### src/rtl/pfetch_pkg.sv
// pfetch_pkg: state encoding and default line geometry shared by the prefetch fill sequencer
package pfetch_pkg;
  typedef enum logic [1:0] {IDLE, REQ, FILL} state_e;
  localparam int DEF_LINE_WORDS = 4;
  localparam int DEF_WSEL_W = 2;
  localparam int WORD_LSB = 2;
endpackage

### src/rtl/pfetch_tag.sv
// pfetch_tag: line tag, line/word valid bits, abandon flag, hit and invalidate compares
module pfetch_tag import pfetch_pkg::*; #(
  parameter int LINE_WORDS = DEF_LINE_WORDS,
  parameter int WSEL_W = DEF_WSEL_W,
  localparam int TAG_W = 32 - WSEL_W - WORD_LSB
) (
  input  logic              i_clk,
  input  logic              i_rst,
  input  logic              i_load,
  input  logic              i_cpu_req,
  input  logic [TAG_W-1:0]  i_cpu_line,
  input  logic [WSEL_W-1:0] i_cpu_word,
  input  logic              i_inv,
  input  logic [TAG_W-1:0]  i_inv_line,
  input  logic              i_set,
  input  logic [WSEL_W-1:0] i_set_idx,
  output logic              o_hit,
  output logic [TAG_W-1:0]  o_tag
);
  logic                  r_lv;
  logic                  r_ab;
  logic [LINE_WORDS-1:0] r_wv;
  logic                  w_inv_hit;
  assign w_inv_hit = i_inv & r_lv & (i_inv_line == o_tag);
  assign o_hit = i_cpu_req & r_lv & (i_cpu_line == o_tag) & r_wv[i_cpu_word];
  // a fresh miss beats an invalidate, which beats a word becoming valid
  always_ff @(posedge i_clk) begin
    if (i_rst) begin
      o_tag <= '0;
      r_lv  <= 1'b0;
      r_ab  <= 1'b0;
      r_wv  <= '0;
    end else if (i_load) begin
      o_tag <= i_cpu_line;
      r_lv  <= 1'b1;
      r_ab  <= 1'b0;
      r_wv  <= '0;
    end else if (w_inv_hit) begin
      r_lv <= 1'b0;
      r_ab <= 1'b1;
      r_wv <= '0;
    end else if (i_set & ~r_ab) begin
      r_wv[i_set_idx] <= 1'b1;
    end
  end
endmodule

### src/rtl/prefetch_fill.sv
// prefetch_fill: single-line prefetch buffer fill sequencer (miss -> line burst -> buffer writes).
// PREFETCH_CRIT_WORD_FIRST_EN starts each burst at the missed word instead of word 0.
module prefetch_fill import pfetch_pkg::*; #(
  parameter int LINE_WORDS = DEF_LINE_WORDS,
  parameter int WSEL_W = DEF_WSEL_W
) (
  input  logic        CLK,
  input  logic        RST,
  input  logic        cpu_req,
  input  logic [31:0] cpu_a,
  output logic        hit,
  output logic        mem_req,
  output logic [31:0] mem_a,
  input  logic        mem_ack,
  input  logic [31:0] mem_d,
  output logic [31:0] buf_wra,
  output logic [31:0] buf_wrd,
  output logic [3:0]  buf_we,
  output logic        buf_ts,
  input  logic        inv,
  input  logic [31:0] inv_a
);
  localparam int TAG_W = 32 - WSEL_W - WORD_LSB;
  state_e            r_state, w_next;
  logic [WSEL_W-1:0] r_widx;
  logic [WSEL_W-1:0] r_cnt;
  logic [WSEL_W-1:0] w_start;
  logic [TAG_W-1:0]  w_tag;
  logic              w_miss, w_beat, w_last;
  logic              w_unused;
  assign w_unused = ^{cpu_a[WORD_LSB-1:0], inv_a[WSEL_W+WORD_LSB-1:0]};
  assign w_miss = cpu_req & ~hit & (r_state == IDLE);
  assign w_beat = mem_ack & (r_state != IDLE);
  assign w_last = w_beat & (r_cnt == WSEL_W'(LINE_WORDS - 1));
`ifdef PREFETCH_CRIT_WORD_FIRST_EN
  assign w_start = cpu_a[WSEL_W+WORD_LSB-1:WORD_LSB];
`else
  assign w_start = '0;
`endif
  always_comb begin
    w_next = r_state;
    w_next = r_state == IDLE ? (w_miss ? REQ : IDLE) : w_last ? IDLE : w_beat ? FILL : r_state;
  end
  always_ff @(posedge CLK) begin
    if (RST) begin
      r_state <= IDLE;
      r_widx  <= '0;
      r_cnt   <= '0;
      mem_req <= 1'b0;
      mem_a   <= '0;
      buf_wra <= '0;
      buf_wrd <= '0;
      buf_we  <= 4'h0;
      buf_ts  <= 1'b0;
    end else begin
      r_state <= w_next;
      buf_we  <= w_beat ? 4'hF : 4'h0;
      buf_ts  <= w_beat & (r_cnt == '0);
      if (w_miss) begin
        mem_req <= 1'b1;
        mem_a   <= {cpu_a[31:WSEL_W+WORD_LSB], w_start, 2'b00};
        r_widx  <= w_start;
        r_cnt   <= '0;
      end
      // write address uses the live tag; an invalidate never changes it mid-burst
      if (w_beat) begin
        buf_wra <= {w_tag, r_widx, 2'b00};
        buf_wrd <= mem_d;
        r_widx  <= r_widx + 1'b1;
        r_cnt   <= r_cnt + 1'b1;
        if (w_last) mem_req <= 1'b0;
      end
    end
  end
  pfetch_tag #(.LINE_WORDS(LINE_WORDS), .WSEL_W(WSEL_W)) u_tag (
    .i_clk      (CLK),
    .i_rst      (RST),
    .i_load     (w_miss),
    .i_cpu_req  (cpu_req),
    .i_cpu_line (cpu_a[31:WSEL_W+WORD_LSB]),
    .i_cpu_word (cpu_a[WSEL_W+WORD_LSB-1:WORD_LSB]),
    .i_inv      (inv),
    .i_inv_line (inv_a[31:WSEL_W+WORD_LSB]),
    .i_set      (buf_we[0]),
    .i_set_idx  (buf_wra[WSEL_W+WORD_LSB-1:WORD_LSB]),
    .o_hit      (hit),
    .o_tag      (w_tag)
  );
endmodule
### config.mk
export PLATFORM = sky130hd
export DESIGN_NAME = prefetch_fill
export DESIGN_NICKNAME = d
export VERILOG_FILES = /design/src/rtl/pfetch_pkg.sv /design/src/rtl/pfetch_tag.sv /design/src/rtl/prefetch_fill.sv
export SDC_FILE = /design/constraint.sdc
export NUM_CORES = 1
export LEC_CHECK = 0
export ABC_AREA = 1
export CORE_MARGIN = 1.5
export CORE_UTILIZATION = 44
export CTS_CLUSTER_DIAMETER = 100
export DETAILED_ROUTE_END_ITERATION = 10
export GPL_TIMING_DRIVEN = 0
export MAX_ROUTING_LAYER = met4
export PLACE_DENSITY = 0.8
export SYNTH_ARGS = -nofsm -noshare
export SYNTH_HDL_FRONTEND = slang
export SYNTH_SLANG_ARGS = --single-unit
### constraint.sdc
create_clock -name CLK -period 1.8 [get_ports CLK]
set_clock_uncertainty 0.2 [all_clocks]
set_input_delay 0.36 -clock CLK [delete_from_list [all_inputs] [get_ports CLK]]
set_output_delay 0.36 -clock CLK [all_outputs]
set_load 0.1 [all_outputs]
---- Word level (Yosys, flattened, before mapping) ----
Cells that the tools add are included.
storage, ports and cells
  register bits after elaboration ......... 108
  input bits .............................. 101
  output and inout port bits .............. 103
operators by class
  $add $sub $neg .......................... 2
  magnitude comparators ................... 3
  equality and inequality tests ........... 3
  muxes and demuxes ....................... 17
  bitwise operators ....................... 14
  reduce and logical (&&, ||, !) cells .... 9
operators by type and width
  operator               count
  $eq A28 B28 Y1         2
  $mux W2                6
  $and A1 B1 Y1          11
  $mux W1                8
  $lt A2 B3 Y1 const B   2
  $reduce_bool A2 Y1     3
  $add A2 B1 Y2 const B  2
  $logic_not A2 Y1       2
  $mux W4                1
  $or A4 B4 Y4           1
  $reduce_bool A3 Y1     1
  $reduce_or A3 Y1       1
  $bmux W1 S2            1
  $demux W1 S2           1
  $eq A2 B2 Y1 const B   1
  $ge A2 B1 Y1 const B   1
  $not A1 Y1             2
  $reduce_or A2 Y1       1
  $logic_and A1 B1 Y1    1

---- Depth between registers and ports, before layout ----
  depth after elaboration ................. 9
  mapped depth ............................ 13
  mapped depth without buffers ............ 12

---- Hierarchy ----
A second synthesis with hierarchy kept.
unflattened totals
  cells, all modules ...................... 785
  area total of the unflattened synthesis .. 5607.9 sq um
by module, submodules not included
  module         instances  cells each  area each (sq um)  sequential area each (sq um)
  prefetch_fill  1          451         3540.9             1981.9
  pfetch_tag     1          334         2067.0             680.7

---- Worst setup path after synthesis ----
OpenSTA, ideal clock, no wires.
  path type ............................... register to output
  start point ............................. register u_tag.o_tag[27]
  end point ............................... output port hit
  arrival time ............................ 3.059 ns
  required time ........................... 1.240 ns
  path slack .............................. -1.819 ns
  cell stages (with the launch flop) ...... 9
  path through ............................ dfxtp_1 -> inv_1 -> nand2_1 -> o21ai_0 -> nor3b_1 -> nand2_1 -> nor2_1 -> nand4_1 -> nor2_1
on the way
  cells in the longest elaborated chain, start to end .. 3
RTL lines
  element                     RTL line             RTL
  from (decl)                 pfetch_tag.sv:18     output logic [TAG_W-1:0] o_tag
  from (signal assigned)      pfetch_tag.sv:34     o_tag <= i_cpu_line;
  $eq A28 B28 Y1              pfetch_tag.sv:25     assign o_hit = i_cpu_req & r_lv & (i_cpu_line == o_tag) & r_wv[i_cpu_word];
  $and A1 B1 Y1 (2 in a row)  pfetch_tag.sv:25
  to (decl)                   prefetch_fill.sv:11  output logic hit,
Every way passes these cells.

---- Worst setup path in the final report ----
  start point ............................. register u_tag.o_tag[5]
  end point ............................... output port hit
The elaborated chain is that of the path after synthesis.

==> results.toml <==
[die]
start_util = 0.459
core_sq_um = 11000
dieArea_sq_um = 12100
fp.dieH_um = 110
rows = 38
ioPinCount = 204
die_w_um = 110

[pwr]
power_uw = 7250
clock_power_share = 0.271
max-vdd-ir-drop_mv = 0.594
internal_power_uw = 4160
powerDensity_nw_per_um2 = 909
switchingPower_uw = 3090
power_frac_comb = 0.367
power.leakage_uw = 0.00363
seqPwrFrac = 0.362
power.share.switching = 0.427

[synth]
synthAdderAreaFrac = 0.00497
async_reset_ff_frac = 0
synth_cells = 702
synth_top_family_by_area = "simple AND/OR/NAND/NOR gates"
synth_area_sq_um = 5040
syn_avg_cell_area_sq_um = 7.17
synthSimpleGateAreaFrac = 0.275
ys_seq_area_frac = 0.417
synth_xor_area_frac = 0.0313
synth_compound_area_frac = 0.165
synth.area.mux_share = 0
synth-seq-cells = 105
synth_cell_types = 41
ys.flop_type = "dfxtp_1"
synth-edff-count = 0
yosys_warnings = 0

[drt]
post_drt_wl_per_cell_um = 16.9
ant_nets = 0
vias_per_cell = 5.27
first_pass_iters = 5
via_count = 5733
post-route-drc-count = 0
drt_iter0_markers = 360
routed_wl_mm = 18.4

[cells_and_area]
seq_area_sq_um = 2210
multiInputGateArea_sq_um = 2870
final_cell_mix = "nor2_1, nand2_1, buf_2"
fillers = 883
layout_commonest_cell = "nor2_1"
nNetsFinal = 1044
layout-drive-gt1-share = 0.367
layout.cells.non_filler = 1088
syn_to_final_growth_pct = 58.4

[timing]
relSlewSlack = 0.490
fin_crit_ps = 2340
max_freq_mhz = 427
setup_viol = 41
final.setup.worst_slack_ps = -539
tightestPinTransition_ps = 766
period_share = 1.30
rsz0062_at_grt = "true"
hold_violations = 0
finalMaxSlewViolations = 0

[critical_path]
critPathMaxFanout = 5
start_kind = "register"
crit_arrival_ps = 1780
critPathCaptureType = "primary output"
path_class = "reg2out"
cp.required_ps = 1240

[run_status]
violations = "negative setup slack"
status = "complete, but fails checks"

[placed_design]
globalplace.congestion = 0.901
io_buffers = 190
dp.cells = 1037
dp_hpwl_mm = 13.1

[grt]
antenna_found_initial = 1
overflow = 0
grt_pass1_wl_mm = 28.9
grt_use_total = 0.323
grt_pass1_vias = 5915
grt_max_degree = 21

[clocking]
cts_buffer_depth = 2
clock_sinks = 105
worst_skew_pair.late_latency_ps = 350
clockRootBuffer = "clkbuf_16"
cts_inserted_buffers = 9
cts.htree.levels = 3
cts.clk_slew.worst_paths_ps = 80
cts_tree = "done"
ctsHoldBuffers = 0

[worst_hold_path]
worst_hold_path_type = "in2reg"

[job]
drv_cap = 0
registers in the layout, indices dropped and copies added, names as in the netlist, 2 cells and up:
name and flops:
buf_wrd 32, buf_wra 30, u_tag.o_tag 28, u_tag.r_wv 4
r_cnt 2, r_state 2, r_widx 2
worst max-delay path: stages, from the launching register on:
cell	delay, ps
dfxtp_4	380
inv_4	50
nand2_2	80
nor3b_1	230
nand2_1	90
nor2_1	110
nand4_1	140
nor2_4	160
buf_12	190
per-layer routing:
metal | global-route usage | part of all wire | vias up
met2 | 0.541 | 0.49 | 274
met4 | 0.135 | 0.031 | 0
li1 | - | - | 2745
met5 | - | 0 | -
met1 | 0.363 | 0.39 | 2667
met3 | 0.0876 | 0.096 | 47
cells by family (layout without fill, tap and decap cells):
| family | Yosys count | after routing |
|---|---|---|
| AND/OR/NAND/NOR | 314 | 316 |
| AO/OA/AOI/OAI | 150 | 150 |
| buffers and inverters | 112 | 349 |
| flip-flops | 105 | 105 |
| XOR/XNOR | 18 | 18 |
| adder cells (fa/ha/maj) | 2 | 2 |
| other | 1 | 8 |
cell usage after synthesis, types with 2 or more instances:
cell | n | share of area
nand4_1 | 9 | 0.011
nor2_2 | 2 | 0.0025
ha_1 | 2 | 0.0050
o22ai_1 | 2 | 0.0025
nor3b_1 | 2 | 0.0030
or2_2 | 4 | 0.0050
nor3_1 | 5 | 0.0050
buf_6 | 4 | 0.0089
inv_2 | 4 | 0.0030
clkbuf_1 | 23 | 0.017
dfxtp_1 | 105 | 0.42
nor3_2 | 2 | 0.0040
o21ai_0 | 71 | 0.071
o2111ai_1 | 2 | 0.0035
nand3_2 | 13 | 0.026
inv_1 | 64 | 0.048
a21oi_1 | 52 | 0.052
a31oi_1 | 2 | 0.0025
xor2_1 | 4 | 0.0070
nand3_1 | 29 | 0.029
nor2_1 | 109 | 0.081
a21oi_2 | 14 | 0.024
buf_12 | 2 | 0.0080
xnor2_1 | 14 | 0.024
nand2_1 | 134 | 0.10
o21ai_1 | 2 | 0.0020
buf_4 | 12 | 0.018
final timing paths:
check                               from                      endpoint  slack (ps)  cells after the start
min                            cpu_a[20]  u_tag.o_tag[16]$_SDFFE_PP0P_         140                      3
max          u_tag.o_tag[5]$_SDFFE_PP0P_                           hit        -540                      8
max reg2reg  u_tag.o_tag[4]$_SDFFE_PP0P_   u_tag.o_tag[2]$_SDFFE_PP0P_        -250                     12
min reg2reg   u_tag.r_wv[2]$_SDFFE_PP0P_    u_tag.r_wv[2]$_SDFFE_PP0P_         260                      2
final cells by class:
| cell class | count | share of cell area |
|---|---|---|
| Timing Repair Buffer | 221 | 0.231 |
| Tap cell | 140 | 0.0220 |
| Clock inverter | 7 | 0.00863 |
| Multi-Input combinational cell | 492 | 0.360 |
| Clock buffer | 9 | 0.0282 |
| Inverter | 69 | 0.0347 |
| Antenna cell | 2 | 0.000628 |
| Buffer | 43 | 0.0380 |
| Sequential cell | 105 | 0.277 |
through the flow:
step	utilization	setup slack, ps	hold slack [ps]	TNS (ps)	cell area [sq um]
global placement	0.666	-1590	236	-73220	7310
CTS	0.737	-526	230	-5520	8090
finish	0.726	-539	143	-7790	7980
floorplan	-	-453	231	-1380	5230
detailed placement	0.666	-1590	242	-78570	7310
global route	0.726	-589	159	-10400	7970
repair_timing:
| item | in CTS | in global routing |
|---|---|---|
| pin swaps | 40 | 19 |
| endpoints found under the setup margin | 201 | 129 |
| resized for setup | 584 | 85 |
| gates cloned | 7 | 1 |
| setup buffers | 24 | 1 |
| endpoints found under the hold margin | 0 | 0 |
power by group through the flow:
| stage | clock network (uW) | registers [uW] | logic (uW) |
|---|---|---|---|
| after floorplan | 0 | 3800 | 660 |
| after global placement | 0 | 2670 | 2520 |
| after detailed placement | 0 | 2680 | 2550 |
| after CTS | 1970 | 2620 | 2660 |
| after global routing | 2090 | 2650 | 2780 |
| final | 1970 | 2630 | 2660 |
(Power assumes the default switching activity.)
